===== src/rtl/jk_seq_pkg.sv =====
// Shared types, the fixed J/K program and the JK next-state function used by the
// stimulus sequencer, its golden model and the benches.
package jk_seq_pkg;

  typedef enum logic [1:0] {
    IDLE,
    INIT,
    DRIVE,
    FINISH
  } seq_state_e;

  localparam int NUM_STEPS = 6;

  // Each entry is {J, K}: set, reset, toggle, toggle, hold, set
  localparam logic [1:0] PROGRAM [NUM_STEPS] = '{2'b10, 2'b01, 2'b11, 2'b11, 2'b00, 2'b10};

  function automatic logic jk_next(input logic q, input logic j, input logic k);
    case ({j, k})
      2'b00:   return q;
      2'b01:   return 1'b0;
      2'b10:   return 1'b1;
      default: return ~q;
    endcase
  endfunction

endpackage


===== src/rtl/jk_stimulus_sequencer_if.sv =====
// Connection between the stimulus sequencer (master) and the flip-flop under test (slave).
interface jk_stimulus_sequencer_if;
  logic j_out;
  logic k_out;
  logic ff_rst;
  logic q_in;

  modport master (output j_out, output k_out, output ff_rst, input q_in);
  modport slave  (input j_out, input k_out, input ff_rst, output q_in);
endinterface


===== src/rtl/jk_golden_model.sv =====
// Reference Q for a JK flip-flop: follows the same registered J/K the device samples,
// held at 0 while the device is in reset.
module jk_golden_model
  import jk_seq_pkg::*;
(
  input  logic clk,
  input  logic rst,
  input  logic clr,
  input  logic j,
  input  logic k,
  output logic exp_q
);

  logic exp_d;

  always_comb begin
    exp_d = jk_next(exp_q, j, k);
    if (clr) begin
      exp_d = 1'b0;
    end
  end

  always_ff @(posedge clk) begin
    if (rst) begin
      exp_q <= 1'b0;
    end else begin
      exp_q <= exp_d;
    end
  end

endmodule


===== src/rtl/jk_stimulus_sequencer.sv =====
// Walks the 6-step J/K program into the lab flip-flop and counts Q mismatches against a golden model.
// Build option: define JK_SEQ_LOOP_EN to restart runs back-to-back after the first start.
module jk_stimulus_sequencer
  import jk_seq_pkg::*;
#(
  parameter int STEP_CYCLES = 4,
  parameter int ERR_W       = 4
) (
  input  logic                 clk,
  input  logic                 rst,
  input  logic                 start,
  jk_stimulus_sequencer_if.master ff,
  output logic [2:0]           step_idx,
  output logic                 busy,
  output logic                 done,
  output logic                 pass,
  output logic [ERR_W-1:0]     err_count
);

  localparam int CNT_W = (STEP_CYCLES > 1) ? $clog2(STEP_CYCLES) : 1;
  localparam logic [ERR_W-1:0] ERR_MAX = {ERR_W{1'b1}};

  seq_state_e       state_q, state_d;
  logic             j_q, j_d, k_q, k_d, ff_rst_q, ff_rst_d;
  logic [2:0]       step_q, step_d;
  logic [CNT_W-1:0] cnt_q, cnt_d;
  logic             busy_q, busy_d, done_q, done_d, pass_q, pass_d;
  logic [ERR_W-1:0] err_q, err_d, err_run;
  logic             exp_q;
  logic             checking;

  jk_golden_model u_golden (
    .clk   (clk),
    .rst   (rst),
    .clr   (ff_rst_q),
    .j     (j_q),
    .k     (k_q),
    .exp_q (exp_q)
  );

  assign checking = (state_q == DRIVE) || (state_q == FINISH);

  always_comb begin
    err_run = err_q;
    if (checking && (ff.q_in != exp_q) && (err_q != ERR_MAX)) begin
      err_run = err_q + ERR_W'(1);
    end
  end

  always_comb begin
    state_d  = state_q;
    j_d      = j_q;
    k_d      = k_q;
    ff_rst_d = ff_rst_q;
    step_d   = step_q;
    cnt_d    = cnt_q;
    busy_d   = busy_q;
    done_d   = 1'b0;
    pass_d   = pass_q;
    err_d    = err_q;
    case (state_q)
      IDLE: begin
        ff_rst_d = 1'b1;
        j_d      = 1'b0;
        k_d      = 1'b0;
        if (start) begin
          state_d = INIT;
          busy_d  = 1'b1;
          err_d   = '0;
          pass_d  = 1'b0;
        end
      end
      INIT: begin
        state_d    = DRIVE;
        step_d     = 3'd0;
        cnt_d      = '0;
        ff_rst_d   = 1'b0;
        {j_d, k_d} = PROGRAM[0];
      end
      DRIVE: begin
        err_d = err_run;
        if (cnt_q == CNT_W'(STEP_CYCLES - 1)) begin
          cnt_d = '0;
          if (step_q == 3'(NUM_STEPS - 1)) begin
            state_d  = FINISH;
            j_d      = 1'b0;
            k_d      = 1'b0;
            ff_rst_d = 1'b1;
          end else begin
            step_d     = step_q + 3'd1;
            {j_d, k_d} = PROGRAM[step_q + 3'd1];
          end
        end else begin
          cnt_d = cnt_q + CNT_W'(1);
        end
      end
      FINISH: begin
        done_d = 1'b1;
        pass_d = (err_run == '0);
`ifdef JK_SEQ_LOOP_EN
        // Soak mode: the verdict above is taken before the counter is cleared for the next run
        state_d = INIT;
        busy_d  = 1'b1;
        err_d   = '0;
`else
        state_d = IDLE;
        busy_d  = 1'b0;
        err_d   = err_run;
`endif
      end
      default: state_d = IDLE;
    endcase
  end

  always_ff @(posedge clk) begin
    if (rst) begin
      state_q  <= IDLE;
      j_q      <= 1'b0;
      k_q      <= 1'b0;
      ff_rst_q <= 1'b1;
      step_q   <= 3'd0;
      cnt_q    <= '0;
      busy_q   <= 1'b0;
      done_q   <= 1'b0;
      pass_q   <= 1'b0;
      err_q    <= '0;
    end else begin
      state_q  <= state_d;
      j_q      <= j_d;
      k_q      <= k_d;
      ff_rst_q <= ff_rst_d;
      step_q   <= step_d;
      cnt_q    <= cnt_d;
      busy_q   <= busy_d;
      done_q   <= done_d;
      pass_q   <= pass_d;
      err_q    <= err_d;
    end
  end

  assign ff.j_out  = j_q;
  assign ff.k_out  = k_q;
  assign ff.ff_rst = ff_rst_q;
  assign step_idx  = step_q;
  assign busy      = busy_q;
  assign done      = done_q;
  assign pass      = pass_q;
  assign err_count = err_q;

endmodule

===== src/flat_wrapper.sv =====
// flat-port wrapper written by rule: the top's interface ports become plain ports
module jk_stimulus_sequencer_flat import jk_seq_pkg::*;
#(
  parameter int STEP_CYCLES = 4,
  parameter int ERR_W       = 4
)
  (clk, rst, start, step_idx, busy, done, pass, err_count, ff_j_out, ff_k_out, ff_ff_rst, ff_q_in);
  jk_stimulus_sequencer_if ff_i ();
  input  logic clk;
  input  logic rst;
  input  logic start;
  output logic [2:0] step_idx;
  output logic busy;
  output logic done;
  output logic pass;
  output logic [ERR_W-1:0] err_count;
  output wire logic [$bits(ff_i.j_out)-1:0] ff_j_out;
  output wire logic [$bits(ff_i.k_out)-1:0] ff_k_out;
  output wire logic [$bits(ff_i.ff_rst)-1:0] ff_ff_rst;
  input wire logic [$bits(ff_i.q_in)-1:0] ff_q_in;
  assign ff_j_out = ff_i.j_out;
  assign ff_k_out = ff_i.k_out;
  assign ff_ff_rst = ff_i.ff_rst;
  assign ff_i.q_in = ff_q_in;
  jk_stimulus_sequencer #(.STEP_CYCLES(STEP_CYCLES), .ERR_W(ERR_W)) u_core (.clk(clk), .rst(rst), .start(start), .ff(ff_i), .step_idx(step_idx), .busy(busy), .done(done), .pass(pass), .err_count(err_count));
endmodule

===== config.mk =====
export PLATFORM = sky130hd
export DESIGN_NAME = jk_stimulus_sequencer_flat
export DESIGN_NICKNAME = d
export VERILOG_FILES = /design/src/rtl/jk_seq_pkg.sv /design/src/rtl/jk_stimulus_sequencer_if.sv /design/src/rtl/jk_golden_model.sv /design/src/rtl/jk_stimulus_sequencer.sv /design/src/flat_wrapper.sv
export SDC_FILE = /design/constraint.sdc
export NUM_CORES = 1
export LEC_CHECK = 0
export ABC_AREA = 1
export CORE_UTILIZATION = 52
export DETAILED_ROUTE_END_ITERATION = 7
export GPL_TIMING_DRIVEN = 0
export HOLD_SLACK_MARGIN = 0.02
export PLACE_DENSITY = 0.87
export SLEW_MARGIN = 30
export SYNTH_ARGS = -nofsm -noshare
export SYNTH_HDL_FRONTEND = slang
export SYNTH_SLANG_ARGS = --single-unit

===== constraint.sdc =====
create_clock -name clk -period 1.7 [get_ports clk]
set_clock_uncertainty 0.15 [all_clocks]
set_input_delay 0.34 -clock clk [delete_from_list [all_inputs] [get_ports clk]]
set_output_delay 0.34 -clock clk [all_outputs]
set_load 0.02 [all_outputs]

### After elaboration in Yosys (flattened, before gate mapping)

Memories as Yosys holds them, arrays and structs flattened.
Index checks and enable logic that the tools add are counted.

| word-level totals | value |
|---|---|
| logic and storage cells | 81 |
| memories | 1 |
| memory bits (read-only) | 16 |
| bits in registers | 18 |
| output and inout port bits | 13 |

| cells by class | value |
|---|---|
| add/sub/neg operators | 3 |
| bitwise operators | 2 |
| order comparisons | 1 |
| reductions and logical operators | 21 |
| mux-type cells | 29 |
| equality and inequality tests | 13 |

Memory list:

| memory | words | bits a word | rd ports | clocked after memory_dff | write ports | RTL line | RTL |
|---|---|---|---|---|---|---|---|
| (no name shown) | 8 | 2 | 1 | 0 | 0 | jk_stimulus_sequencer.sv:91 | `{j_d, k_d} = PROGRAM[step_q + 3'd1];` |

Operator list:

| operator | count |
|---|---|
| $mux W2 | 6 |
| $mux W1 | 9 |
| $pmux W1 S3 | 3 |
| $reduce_and A3 Y1 | 3 |
| $eq A2 B2 Y1 const B | 4 |
| $mux W4 | 2 |
| $ne A2 B2 Y1 const B | 4 |
| $pmux W2 S4 | 1 |
| $pmux W4 S2 | 1 |
| $reduce_and A2 Y1 | 4 |
| $reduce_bool A2 Y1 | 4 |
| $mux W3 | 2 |
| $pmux W1 S2 | 3 |
| $pmux W3 S2 | 1 |
| $reduce_or A2 Y1 | 3 |
| $add A4 B1 Y4 const B | 1 |
| $eq A2 B1 Y1 const B | 2 |
| $ge A4 B4 Y1 const B | 1 |
| $logic_not A2 Y1 | 2 |
| $logic_not A4 Y1 | 1 |
| $ne A4 B4 Y1 const B | 1 |
| $not A3 Y4 | 1 |
| $pmux W2 S2 | 1 |
| $add A3 B1 Y3 const B | 1 |
| 7 further kinds | 8 |

### Logic depth before layout (Yosys ltp)

| logic depth | value |
|---|---|
| depth after elaboration | 8 |
| mapped depth | 13 |
| mapped depth without buffers | 13 |

### Cells and area by module

Synthesis repeated with hierarchy kept, for this count alone.

| unflattened totals | value |
|---|---|
| cell total of the unflattened synthesis | 150 |
| area total of the unflattened synthesis | 1068.5 µm² |

Modules (own cells, without submodules):

| module | cells each | sequential area each (µm²) | area an instance (µm²) | times used |
|---|---|---|---|---|
| jk_stimulus_sequencer | 137 | 340.3 | 984.7 | 1 |
| jk_golden_model | 13 | 20.0 | 83.8 | 1 |

### Worst setup path after synthesis

Ideal clock, no wire load.

| path | value |
|---|---|
| path type | register to register |
| start point | reg u_core.step_q[0] (netlist: u_core.step_idx[0]) |
| end point | reg u_core.j_q (netlist: u_core.ff.j_out) |
| setup slack | -0.052 ns |
| arrival | 1.532 ns |
| library setup time | 0.070 ns |
| cell stages (with the launch flop) | 8 |
| cells stage by stage | dfxtp_1 ha_1 inv_1 ha_1 mux2_2 nor2_1 o21ai_0 a21oi_1 |

| between the ends | value |
|---|---|
| longest elaborated chain between the ends | 8 |

Ends and longest elaborated chain:

| element | RTL line | RTL |
|---|---|---|
| start: declaration | jk_stimulus_sequencer.sv:25 | `logic [2:0] step_q, step_d;` |
| start signal: assignment | jk_stimulus_sequencer.sv:132 | `step_q <= step_d;` |
| $add A3 B1 Y3 | jk_stimulus_sequencer.sv:91 |  |
| $not A3 Y4 (implied by the code) | jk_stimulus_sequencer.sv:91 |  |
| $mem_v2 Z8 W2 | - |  |
| $mux W2 (implied by the code) (2 in series) | jk_stimulus_sequencer.sv:91 |  |
| $mux W1 * | jk_stimulus_sequencer.sv:84 | `if (step_q == 3'(NUM_STEPS - 1)) begin` |
| $mux W1 * | jk_stimulus_sequencer.sv:82 | `if (cnt_q == CNT_W'(STEP_CYCLES - 1)) begin` |
| $pmux W1 S3 * | jk_stimulus_sequencer.sv:61 | `case (state_q)` |
| end signal: assignment | jk_stimulus_sequencer.sv:129 | `j_q <= j_d;` |
| end: declaration | jk_stimulus_sequencer.sv:24 | `logic j_q, j_d, k_q, k_d, ff_rst_q, ff_rst_d;` |

Mark *: on every way between the ends. The rest lies on a longest branch, timed or not. The select of a mux whose other input is x is not followed.
A chain may end at the register's enable or synchronous reset.

### Worst setup path after layout

Same ends and word-level chain as after synthesis.

==> results <==
[final cells by class]
| cell class | instances | area, sq um |
|---|---|---|
| timing repair buffer | 22 | 193 |
| buffer | 1 | 3.75 |
| multi-input combinational | 103 | 689 |
| fill | 134 | 405 |
| inverter | 23 | 88.8 |
| tap | 25 | 31.3 |
| sequential | 18 | 373 |
| clock buffer | 4 | 36.3 |
[flip-flops by register name (all words and copies together) (netlist names), 2 cells and up]
name,cells
u_core.err_count,4
u_core.step_idx,3
u_core.cnt_q,2
u_core.state_q,2
[cells by family after synthesis]
group,synth area share [%]
AOI/OAI and AO/OA,14.7
adders and majority gates,14.1
buffers and inverters,8.48
DFF,33.9
muxes,1.06
and+or+nand+nor,27.7
[worst max-delay path: stages (launching register included)]
cell and delay, ps:
sky130_fd_sc_hd__dfxtp_4 390, sky130_fd_sc_hd__ha_4 130, sky130_fd_sc_hd__inv_2 40, sky130_fd_sc_hd__ha_4 260
sky130_fd_sc_hd__mux2_4 290, sky130_fd_sc_hd__nor2_1 100, sky130_fd_sc_hd__o21ai_1 90, sky130_fd_sc_hd__a21oi_1 210
[cell usage in the layout (no fill, tap or decap), types with 4 or more instances in the layout]
cell | Yosys | layout
sky130_fd_sc_hd__dfxtp_2 | 0 | 4
sky130_fd_sc_hd__a21oi_1 | 15 | 14
sky130_fd_sc_hd__nand3_1 | 9 | 7
sky130_fd_sc_hd__dlygate4sd2_1 | 0 | 12
sky130_fd_sc_hd__ha_1 | 12 | 9
sky130_fd_sc_hd__nand2_1 | 25 | 23
sky130_fd_sc_hd__inv_1 | 22 | 19
sky130_fd_sc_hd__dfxtp_1 | 18 | 12
sky130_fd_sc_hd__buf_4 | 0 | 6
sky130_fd_sc_hd__o21ai_0 | 6 | 4
sky130_fd_sc_hd__nor2_1 | 17 | 14
[layer usage]
metal / part of all wire, % / track usage (%) / vias to the layer above
met5: 0 / 0 / -
met1: 44 / 29.9 / 511
li1: - / - / 530
met3: 3.8 / 5.38 / 11
met2: 50 / 38.3 / 37
met4: 2.1 / 9.71 / 0
[power breakdown]
part | leakage [uW] | internal, uW | total, uW | switching [uW]
sequential | 0.000150 | 527 | 614 | 87.8
combinational | 0.000487 | 418 | 1070 | 649
clock | 0.0000210 | 131 | 274 | 143
[timing repair]
action,CTS,global route
setup endpoints to repair,23,13
gates resized for setup,18,23
endpoints found under the hold margin,0,0
buffers inserted,2,4
pin swaps,0,8
[per-stage QoR]
stage | hold slack, ps | setup TNS, ps | util [%] | cells
floorplan | 261 | 0 | - | 145
global placement | 306 | -492 | 69.0 | 186
detailed placement | 328 | -573 | 69.0 | 186
CTS | 341 | 0 | 72.2 | 192
global route | 369 | -398 | 77.7 | 196
finish | 342 | -37.8 | 77.7 | 196
[path summary, 6_finish.rpt]
check / depth (start not counted) / to / from
setup / recovery: 7 / u_core.ff.j_out$_SDFFE_PP0P_ / u_core.step_idx[0]$_SDFFE_PP0P_
setup reg to reg: 7 / u_core.ff.j_out$_SDFFE_PP0P_ / u_core.step_idx[0]$_SDFFE_PP0P_
hold / removal: 1 / u_core.u_golden.exp_q$_SDFFE_PP0P_ / u_core.ff.ff_rst$_SDFFE_PP1P_
hold reg to reg: 1 / u_core.u_golden.exp_q$_SDFFE_PP0P_ / u_core.ff.ff_rst$_SDFFE_PP1P_
==> flow_results.org <==
** STA
- Fin. Hold Viols :: 0
- Period Utilization, post-route :: 102%
- Setup violations remaining at the end of the flow were counted as 1.
- Setup repair after global routing missed its margin :: yes
- Worst slew pin tran :: 481 ps
- Min Tclk post-route :: 1740 ps
- Post-layout worst setup margin :: -37.8 ps
- The final max-slew violation count was 0.
- The worst pin sits at a relative slew slack of 67.9%.
- Fmax achieved :: 575 MHz

** Placement
- Detailed placer's ending HPWL :: 1720 um
- Port bufs :: 16
- The placed instances occupy a cell area of 0.00126 sq mm.
- Final Wtd Congestion :: between 0.9 and 1
- Before CTS, the worst setup slack after placement is -224 ps.

** Logic synthesis
- Post-synthesis average cell area :: 7.33 sq um
- Portion of the post-synthesis area used by sequential elements :: 33.9%
- Counting flops with an async set or reset pin after synthesis yields a share of 0%.
- Syn_nets :: 161
- After synthesis the netlist holds a flip-flop and latch count of 18.
- Cells taking the most area after synthesis :: sky130_fd_sc_hd__dfxtp_1 (34%), sky130_fd_sc_hd__ha_1 (14%), sky130_fd_sc_hd__nand2_1 (8.8%)
- The synthesized netlist occupies a cell area of 0.00106 sq mm.
- Synthesis produced 145 cells.
- The synthesized design devotes to its leading area cell type 33.9% of total area.
- Counting instances in the post-synthesis netlist gives the leading cell types as sky130_fd_sc_hd__nand2_1 (25), sky130_fd_sc_hd__inv_1 (22), sky130_fd_sc_hd__dfxtp_1 (18).
- The biggest area contributor in the post-synthesis netlist is sky130_fd_sc_hd__dfxtp_1.
- Among all flip-flop cells after synthesis, the most frequent one is sky130_fd_sc_hd__dfxtp_1.
- Most repeated cell in the gate-level netlist after synthesis :: sky130_fd_sc_hd__nand2_1
- Yosys mapped a number of flops with a built-in enable equal to 0.
- The synthesized netlist contains 22 unique library cells.
- For this run, the number of Yosys warnings is 0.

** Setup path
- Crit path required time :: between 1500 and 2000 ps
- Of all nets on the critical path, the largest fanout is 3.
- Nature of the critical path endpoint :: flip-flop
- Data on the critical path arrives at its endpoint at 1820 ps.
- The worst setup path is launched from a flip-flop.
- Setup slack on the worst reg-to-reg path comes out at -40 ps.
- The critical path is of the reg2reg type.

** Cells and area
- Area added between synthesis and finish :: 33.2%
- In the final layout, the share of cells above drive strength 1 is 22.8%.
- For this run, the post-layout net count is 188.
- After routing the design area is between 0.001 and 0.0015 sq mm.
- The repair_antennas step left the layout with diodes totalling 0.

** Clocking
- Clock sink count :: 18
- Hold repair after CTS inserted 0 buffers.
- CTS built an H-tree with a depth of 1.
- Number of buffers created by CTS :: 3
- Clock-pin slew was measured on the worst setup and hold paths at about 110 ps.
- TritonCTS built the clock tree.
- CTS placed an instance of sky130_fd_sc_hd__clkbuf_4 at the clock tree root.
- The clock passes through at most 2 buffers.
- At the later pin of the worst-skew pair, clock insertion delay measures 310 ps.

** Power
- Power spread over the standard cell area amounts to roughly 1400 mW/mm^2.
- The worst-case IR drop observed on VDD is between 0.001 and 0.0015 V.
- For this design the static power due to leakage is 0.000658 uW.
- Final Total Pwr :: around 2000 uW

** Min path
- Hold WC Path Type :: reg2reg

** Floorplan
- For this configuration, the core starts out at a cell density of 58.4%.
- The die covers approximately 0.0022 sq mm.
- From bottom edge to top edge, the die measures 47.2 um.
- 17 I/O pins were placed.
- In this run the core area contains 15 standard-cell rows.
- After floorplanning, the core was sized to cover around 0.0018 sq mm.
- The die is 47.2 um wide.

** Routing
- In the final routed layout, each cell accounts on average for around 14 um.
- The routed layout has ~1100 vias.
- Residual antenna-violating net count after detailed routing :: 0
- The detailed router finished its first iteration with 42 violations.
- The first detailed-routing pass took 4 iterations.
- After detailed routing, the number of remaining DRC violations is 0.
- Post-detailed-route via-to-cell ratio :: 5.56
- The routed design has 2800 um of wire.

** Global routing
- Global route total overflow :: 0
- Maximum number of pins on one net before global-route repair :: 11
- Vias in the first global route :: 885
- GRT Util Overall :: 23.5%
- The first global-routing pass estimated 3670 um of wire.
- Number of antenna violations at the first check in global routing :: 0

** Job
- The tool flagged a number of max-cap violations equal to 0.

** Status
- Violations in the final reports :: negative setup slack
- Status :: finished, violations left
No activity file was read; power rests on OpenSTA's default activity.
